--- src/rtl/sync_timing_pkg.sv ---
// Shared types and helpers for the raster timing generator.
package sync_timing_pkg;

    // Phase order within one axis period, starting at count 0.
    typedef enum logic [1:0] {
        PH_SYNC,
        PH_BP,
        PH_ACT,
        PH_FP
    } phase_e;

    // Full axis period: sync + back porch + active + front porch.
    function automatic int unsigned axis_total(input int unsigned sync,
                                               input int unsigned bp,
                                               input int unsigned act,
                                               input int unsigned fp);
        return sync + bp + act + fp;
    endfunction

    // First count value of the active region.
    function automatic int unsigned act_start(input int unsigned sync,
                                              input int unsigned bp);
        return sync + bp;
    endfunction

endpackage

--- src/rtl/sync_timing_gen_axis.sv ---
// One timing axis: a wrapping counter plus its SYNC/BP/ACT/FP phase FSM.
// Both the counter and the phase advance only when step is high.
module timing_axis
    import sync_timing_pkg::*;
#(
    parameter int unsigned SYNC = 1,
    parameter int unsigned BP   = 1,
    parameter int unsigned ACT  = 1,
    parameter int unsigned FP   = 1,
    parameter int unsigned CW   = $clog2(axis_total(SYNC, BP, ACT, FP))
) (
    input  logic          clk,
    input  logic          rst,
    input  logic          step,
    output logic [CW-1:0] count,
    output phase_e        phase,
    output logic          wrap
);

    localparam int unsigned   TOTAL    = axis_total(SYNC, BP, ACT, FP);
    localparam logic [CW-1:0] SYNC_END = CW'(SYNC - 1);
    localparam logic [CW-1:0] BP_END   = CW'(act_start(SYNC, BP) - 1);
    localparam logic [CW-1:0] ACT_END  = CW'(act_start(SYNC, BP) + ACT - 1);
    localparam logic [CW-1:0] LAST     = CW'(TOTAL - 1);

    logic [CW-1:0] count_nx;
    phase_e        phase_nx;

    // State register: counter and phase, async reset to the first sync count.
    always_ff @(posedge clk or posedge rst) begin
        if (rst) begin
            count <= '0;
            phase <= PH_SYNC;
        end else begin
            count <= count_nx;
            phase <= phase_nx;
        end
    end

    // Next state: phase moves on when the counter sits on its last value.
    always_comb begin
        count_nx = count;
        phase_nx = phase;
        if (step) begin
            count_nx = (count == LAST) ? '0 : count + CW'(1);
            case (phase)
                PH_SYNC: if (count == SYNC_END) phase_nx = PH_BP;
                PH_BP:   if (count == BP_END)   phase_nx = PH_ACT;
                PH_ACT:  if (count == ACT_END)  phase_nx = PH_FP;
                PH_FP:   if (count == LAST)     phase_nx = PH_SYNC;
                default:                        phase_nx = PH_SYNC;
            endcase
        end
    end

    // Output decode: wrap marks the step that returns the counter to 0.
    always_comb begin
        wrap = step && (count == LAST);
    end

endmodule

--- src/rtl/sync_timing_gen.sv ---
// Raster timing generator: registered HSYNC/VSYNC/DE, pixel/line indices and
// line/frame start pulses, derived from cascaded horizontal/vertical axes.
module sync_timing_gen
    import sync_timing_pkg::*;
#(
    parameter int unsigned H_ACTIVE = 640,
    parameter int unsigned H_FP     = 16,
    parameter int unsigned H_SYNC   = 96,
    parameter int unsigned H_BP     = 48,
    parameter int unsigned V_ACTIVE = 480,
    parameter int unsigned V_FP     = 10,
    parameter int unsigned V_SYNC   = 2,
    parameter int unsigned V_BP     = 33,
    parameter int unsigned X_W      = 10,
    parameter int unsigned Y_W      = 10
) (
    input  logic           clk,
    input  logic           rst,
    input  logic           en,
    output logic           hsync,
    output logic           vsync,
    output logic           de,
    output logic [X_W-1:0] x,
    output logic [Y_W-1:0] y,
    output logic           line_start,
    output logic           frame_start
);

    localparam int unsigned H_TOTAL = axis_total(H_SYNC, H_BP, H_ACTIVE, H_FP);
    localparam int unsigned V_TOTAL = axis_total(V_SYNC, V_BP, V_ACTIVE, V_FP);
    localparam int unsigned HW      = $clog2(H_TOTAL);
    localparam int unsigned VW      = $clog2(V_TOTAL);
    localparam int unsigned H_X0    = act_start(H_SYNC, H_BP);
    localparam int unsigned V_Y0    = act_start(V_SYNC, V_BP);

    if (H_ACTIVE < 1 || H_FP < 1 || H_SYNC < 1 || H_BP < 1 ||
        V_ACTIVE < 1 || V_FP < 1 || V_SYNC < 1 || V_BP < 1) begin : g_bad_timing
        $error("sync_timing_gen: every sync/porch/active length must be >= 1");
    end
    if ((2 ** X_W) < H_ACTIVE || (2 ** Y_W) < V_ACTIVE) begin : g_bad_width
        $error("sync_timing_gen: X_W/Y_W too narrow for the active area");
    end

    logic [HW-1:0] hcnt;
    logic [VW-1:0] vcnt;
    phase_e        hphase;
    phase_e        vphase;
    logic          hwrap;
    logic          vstep;
    logic          vwrap_unused;  // end-of-frame strobe, not needed here
    logic          act_now;

    timing_axis #(
        .SYNC (H_SYNC),
        .BP   (H_BP),
        .ACT  (H_ACTIVE),
        .FP   (H_FP),
        .CW   (HW)
    ) u_h (
        .clk   (clk),
        .rst   (rst),
        .step  (en),
        .count (hcnt),
        .phase (hphase),
        .wrap  (hwrap)
    );

    timing_axis #(
        .SYNC (V_SYNC),
        .BP   (V_BP),
        .ACT  (V_ACTIVE),
        .FP   (V_FP),
        .CW   (VW)
    ) u_v (
        .clk   (clk),
        .rst   (rst),
        .step  (vstep),
        .count (vcnt),
        .phase (vphase),
        .wrap  (vwrap_unused)
    );

    // Vertical axis steps once per line, on the horizontal wrap.
    always_comb begin
        vstep   = en & hwrap;
        act_now = (hphase == PH_ACT) && (vphase == PH_ACT);
    end

    // Output registers: decode of the current counters, one en-cycle late.
    // Pulses clear on every edge so they never outlive a single en cycle.
    always_ff @(posedge clk or posedge rst) begin
        if (rst) begin
            hsync       <= 1'b0;
            vsync       <= 1'b0;
            de          <= 1'b0;
            x           <= '0;
            y           <= '0;
            line_start  <= 1'b0;
            frame_start <= 1'b0;
        end else begin
            line_start  <= 1'b0;
            frame_start <= 1'b0;
            if (en) begin
                hsync       <= (hphase == PH_SYNC);
                vsync       <= (vphase == PH_SYNC);
                de          <= act_now;
                x           <= act_now ? X_W'(hcnt - HW'(H_X0)) : '0;
                if (act_now) begin
                    y <= Y_W'(vcnt - VW'(V_Y0));
                end
                line_start  <= (hcnt == '0);
                frame_start <= (hcnt == '0) && (vcnt == '0);
            end
        end
    end

endmodule

--- config.mk ---
export PLATFORM = sky130hd
export DESIGN_NAME = sync_timing_gen
export DESIGN_NICKNAME = d
export VERILOG_FILES = /design/src/rtl/sync_timing_pkg.sv /design/src/rtl/sync_timing_gen_axis.sv /design/src/rtl/sync_timing_gen.sv
export SDC_FILE = /design/constraint.sdc
export NUM_CORES = 1
export LEC_CHECK = 0
export ABC_AREA = 1
export CAP_MARGIN = 5
export CORE_UTILIZATION = 55
export CTS_CLUSTER_DIAMETER = 80
export CTS_CLUSTER_SIZE = 12
export DETAILED_ROUTE_END_ITERATION = 10
export MAX_ROUTING_LAYER = met4
export PLACE_DENSITY = 0.89
export SYNTH_ARGS = -nofsm -noshare
export SYNTH_HDL_FRONTEND = slang
export SYNTH_SLANG_ARGS = --single-unit
--- constraint.sdc ---
create_clock -name clk -period 2.14 [get_ports clk]
set_input_delay 0.428 -clock clk [delete_from_list [all_inputs] [get_ports clk]]
set_output_delay 0.428 -clock clk [all_outputs]
set_load 0.05 [all_outputs]
==> results of run 1 <==
-- power groups by stage --
stage,Sequential [W],Combinational (W),Clock (W)
2_1_floorplan,0.00116,0.000443,0
3_3_place_gp,0.00117,0.000567,0
3_5_place_dp,0.00117,0.000594,0
4_1_cts,0.00116,0.000610,0.000662
5_1_grt,0.00118,0.000698,0.000691
6_report,0.00116,0.000610,0.000642
-- stage by stage --
step / setup slack, ns / hold slack, ns / cell area (sq um) / util, % / total power, W
floorplan: 0.5392 / 0.4891 / 2776 / - / 0.001604
CTS: 0.2101 / 0.4817 / 3224 / 67.37 / 0.002428
global route: 0.1886 / 0.5035 / 3224 / 67.37 / 0.002568
finish: 0.2194 / 0.4807 / 3224 / 67.37 / 0.002413
detailed placement: 0.1267 / 0.4646 / 3120 / 65.20 / 0.001767
global placement: 0.2242 / 0.4568 / 3120 / 65.20 / 0.001733
-- layout by cell type (no fill, tap or decap), drive strengths merged, types with 2 or more instances in the layout --
cell	count
nand2	98
dfrtp	49
inv	41
nor2	36
o21ai	28
clkdlybuf4s50	27
nand3	23
ha	19
xor2	12
nand4	7
a21oi	7
clkbuf	5
nor3	5
buf	5
xnor2	2
or2	2
-- area by class of cell --
| type | count | area (sq um) | area share (%) |
|---|---|---|---|
| clock buffer | 5 | 68.82 | 2.134 |
| tap | 67 | 83.83 | 2.600 |
| clock inverter | 2 | 35.03 | 1.087 |
| multi-input combinational | 246 | 1336 | 41.44 |
| sequential | 49 | 1226 | 38.03 |
| timing repair buffer | 32 | 320.3 | 9.934 |
| inverter | 41 | 153.9 | 4.773 |
-- state kept, by name (all words and copies together), names as in the netlist --
| name | flops |
|---|---|
| de | 1 |
| frame_start | 1 |
| hsync | 1 |
| line_start | 1 |
| u_h.count | 10 |
| u_h.phase | 2 |
| u_v.count | 10 |
| u_v.phase | 2 |
| vsync | 1 |
| x | 10 |
| y | 10 |
-- final timing paths --
path / start / endpoint / slack, ns
worst max-delay path: y[6] / y[6] / 0.22
worst min-delay path: rst / u_h.count[8] / 0.48
worst max register to register: u_h.count[5] / u_v.count[7] / 0.29
worst min register to register: hsync / hsync / 0.48
max in group asynchronous: rst / u_v.count[5] / 1.43
min in group clk: hsync / hsync / 0.48
-- kinds of logic after synthesis --
group,after synthesis
simple gates,174
buf+inv,50
flops,49
compound gates,39
fa+ha+maj,19
xor+xnor,14
-- metal layers --
metal | vias to the layer above | GRT usage [%]
met5 | - | -
met4 | 0 | 9.586
met3 | 18 | 5.939
met2 | 59 | 43.83
met1 | 1082 | 29.98
li1 | 1145 | -
-- tightest hold or removal path: cells and delay by family --
kind     cells  cell delay [ns]
buf+inv      3             0.73
==> run_results.csv, run 1 <==
group,metric,value,unit
logic_synthesis,synth_fa_ha_area_share,8.562,%
final_layout,fillers,379,
global_route,grt_pass1_vias,2272,
drt,dr_wl_met3,292,um
floorplan,die_y,73.05,um
logic_synthesis,seq_area_frac_synth,44.16,%
sta,maxSlewHeadroom,66.14,%
logic_synthesis,synth_mux_area_share,0,%
logic_synthesis,synth_top_family_by_area,"simple AND/OR/NAND/NOR gates",
place,numPortBuffers,27,
hold_path,min_path_type,"input pin to async pin",
sta,tightest_slew,0.5063,ns
flow_run,cap_violations,0,
floorplan,core-area,4786,sq um
clock_network,htreeDepth,2,
clock_network,cts_hold_buffers,0,
power,clkPwrFrac,26.6,%
power,switchingPower,0.0008386,W
global_route,grt_max_degree,50,
sta,skew,0.003968,ns
drt,drtAntennaViolNets,0,
sta,grt_setup_unrepaired,"false",
drt,drt_pass1_iterations,5,
drt,via_per_inst,5.213,
logic_synthesis,ys_types,30,
clock_network,clock-root-buffer,"clkbuf_8",
setup_path,cp-start-kind,"flip-flop",
drt,top_layer,"met4",
floorplan,die_w,73.05,um
clock_network,clk_pin_slew_worst_paths,0.09,ns
power,p_sw_share,34.76,%
outcome,status,"complete, no violations",
place,dpl.cell_count,435,
sta,finalSetupViolCount,0,
clock_network,ctsLongestPathBuffers,2,
logic_synthesis,async_reset_ff_share,100.0,%
sta,drv_slew,0,
global_route,grt.total_usage,25.91,%
sta,finalSetupTns,0,ns
drt,wl_met1,2492,um
global_route,grt_pass1_wl,10220,um
sta,fmax,520.7,MHz
power,leakagePower,1.604,nW
clock_network,cts_resized,0,
logic_synthesis,syn_area,2776,sq um
setup_path,crit_path_end_kind,"output port",
clock_network,cts_buffers,5,
logic_synthesis,yosysTopAreaCell,"dfrtp_1",
setup_path,cp_num_cells,1,
logic_synthesis,synth_seq_cells,49,
final_layout,areaGrowthSynthToFinish,16.13,%
logic_synthesis,yosysMostFrequentCell,"nand2_1",
floorplan,die_area,5336,sq um
logic_synthesis,synth_common_cells,"nand2_1, dfrtp_1, inv_1",
final_layout,layoutNonFillerInstCount,442,
power,power_density,748.3,nW/um^2
power,ir_drop,0.4251,mV
logic_synthesis,synth_xor_area_share,4.416,%
power,power_frac_seq,48.1,%
clock_network,cts_tree,"yes",
logic_synthesis,synth_edf_count,0,
logic_synthesis,synth-simple-area-share,27.31,%
setup_path,critPathTopFamily,"buffers and inverters",
setup_path,cp_slowest_cell,"clkdlybuf4s50_1",
logic_synthesis,yosys-top-cells-area,"dfrtp_1, nand2_1, ha_1",
power,p_int,0.001574,W
final_layout,layout-drive-gt1-share,8.533,%
final_layout,layout.nets,397,
setup_path,cp_max_fo,2,
drt,post-route-drc-count,0,
sta,hold_viol,0,
final_layout,num_antenna_cells,0,
logic_synthesis,yosys_warnings,0,
floorplan,row_count,25,
sta,period_share,89.75,%
logic_synthesis,synth_fp_nets,367,
clock_network,cts_setup_buffers,0,
drt,wl_per_cell,13.50,um
logic_synthesis,synth_compound_area_share,7.841,%
power,comb_power_share,25.3,%
drt,drt_iter0_drc,149,
setup_path,max_stage_delay,0.81,ns
setup_path,path_buf_inv,1,
setup_path,reg2reg_depth,8,
place,place_congestion,0.9947,
drt,routed-wl-met2,3023,um
setup_path,worstPathCellList,"clkdlybuf4s50_1",
drt,via_count,2304,
global_route,grt_overflow,0,
logic_synthesis,netlist.area_leader.share,44.16,%
clock_network,worst_skew_pair.late_latency,0.30,ns
drt,totalWireLength,5969,um
global_route,antenna_found_initial,0,
setup_path,worst-setup-path-type,"flip-flop to output port",
floorplan,io_pins,28,
logic_synthesis,netlist_instances,345,
setup_path,required,1.71,ns
sta,fin_crit,1.921,ns
clock_network,cts_sinks,49,
logic_synthesis,synth.avg_cell_area,8.048,sq um
place,dp_hpwl,4431,um
setup_path,worstPathArrival,1.49,ns
floorplan,start_util,58.01,%
logic_synthesis,yosys_most_used_dff,"dfrtp_1",
(Power assumes the default switching activity.)
==> inputs of run 2 (changes only) <==
SKIP_CTS_REPAIR_TIMING = 1   (was default)
TNS_END_PERCENT = 30   (was default)
==> results of run 2 <==
Final layout, timing and power as in run 1 (identical DEF).
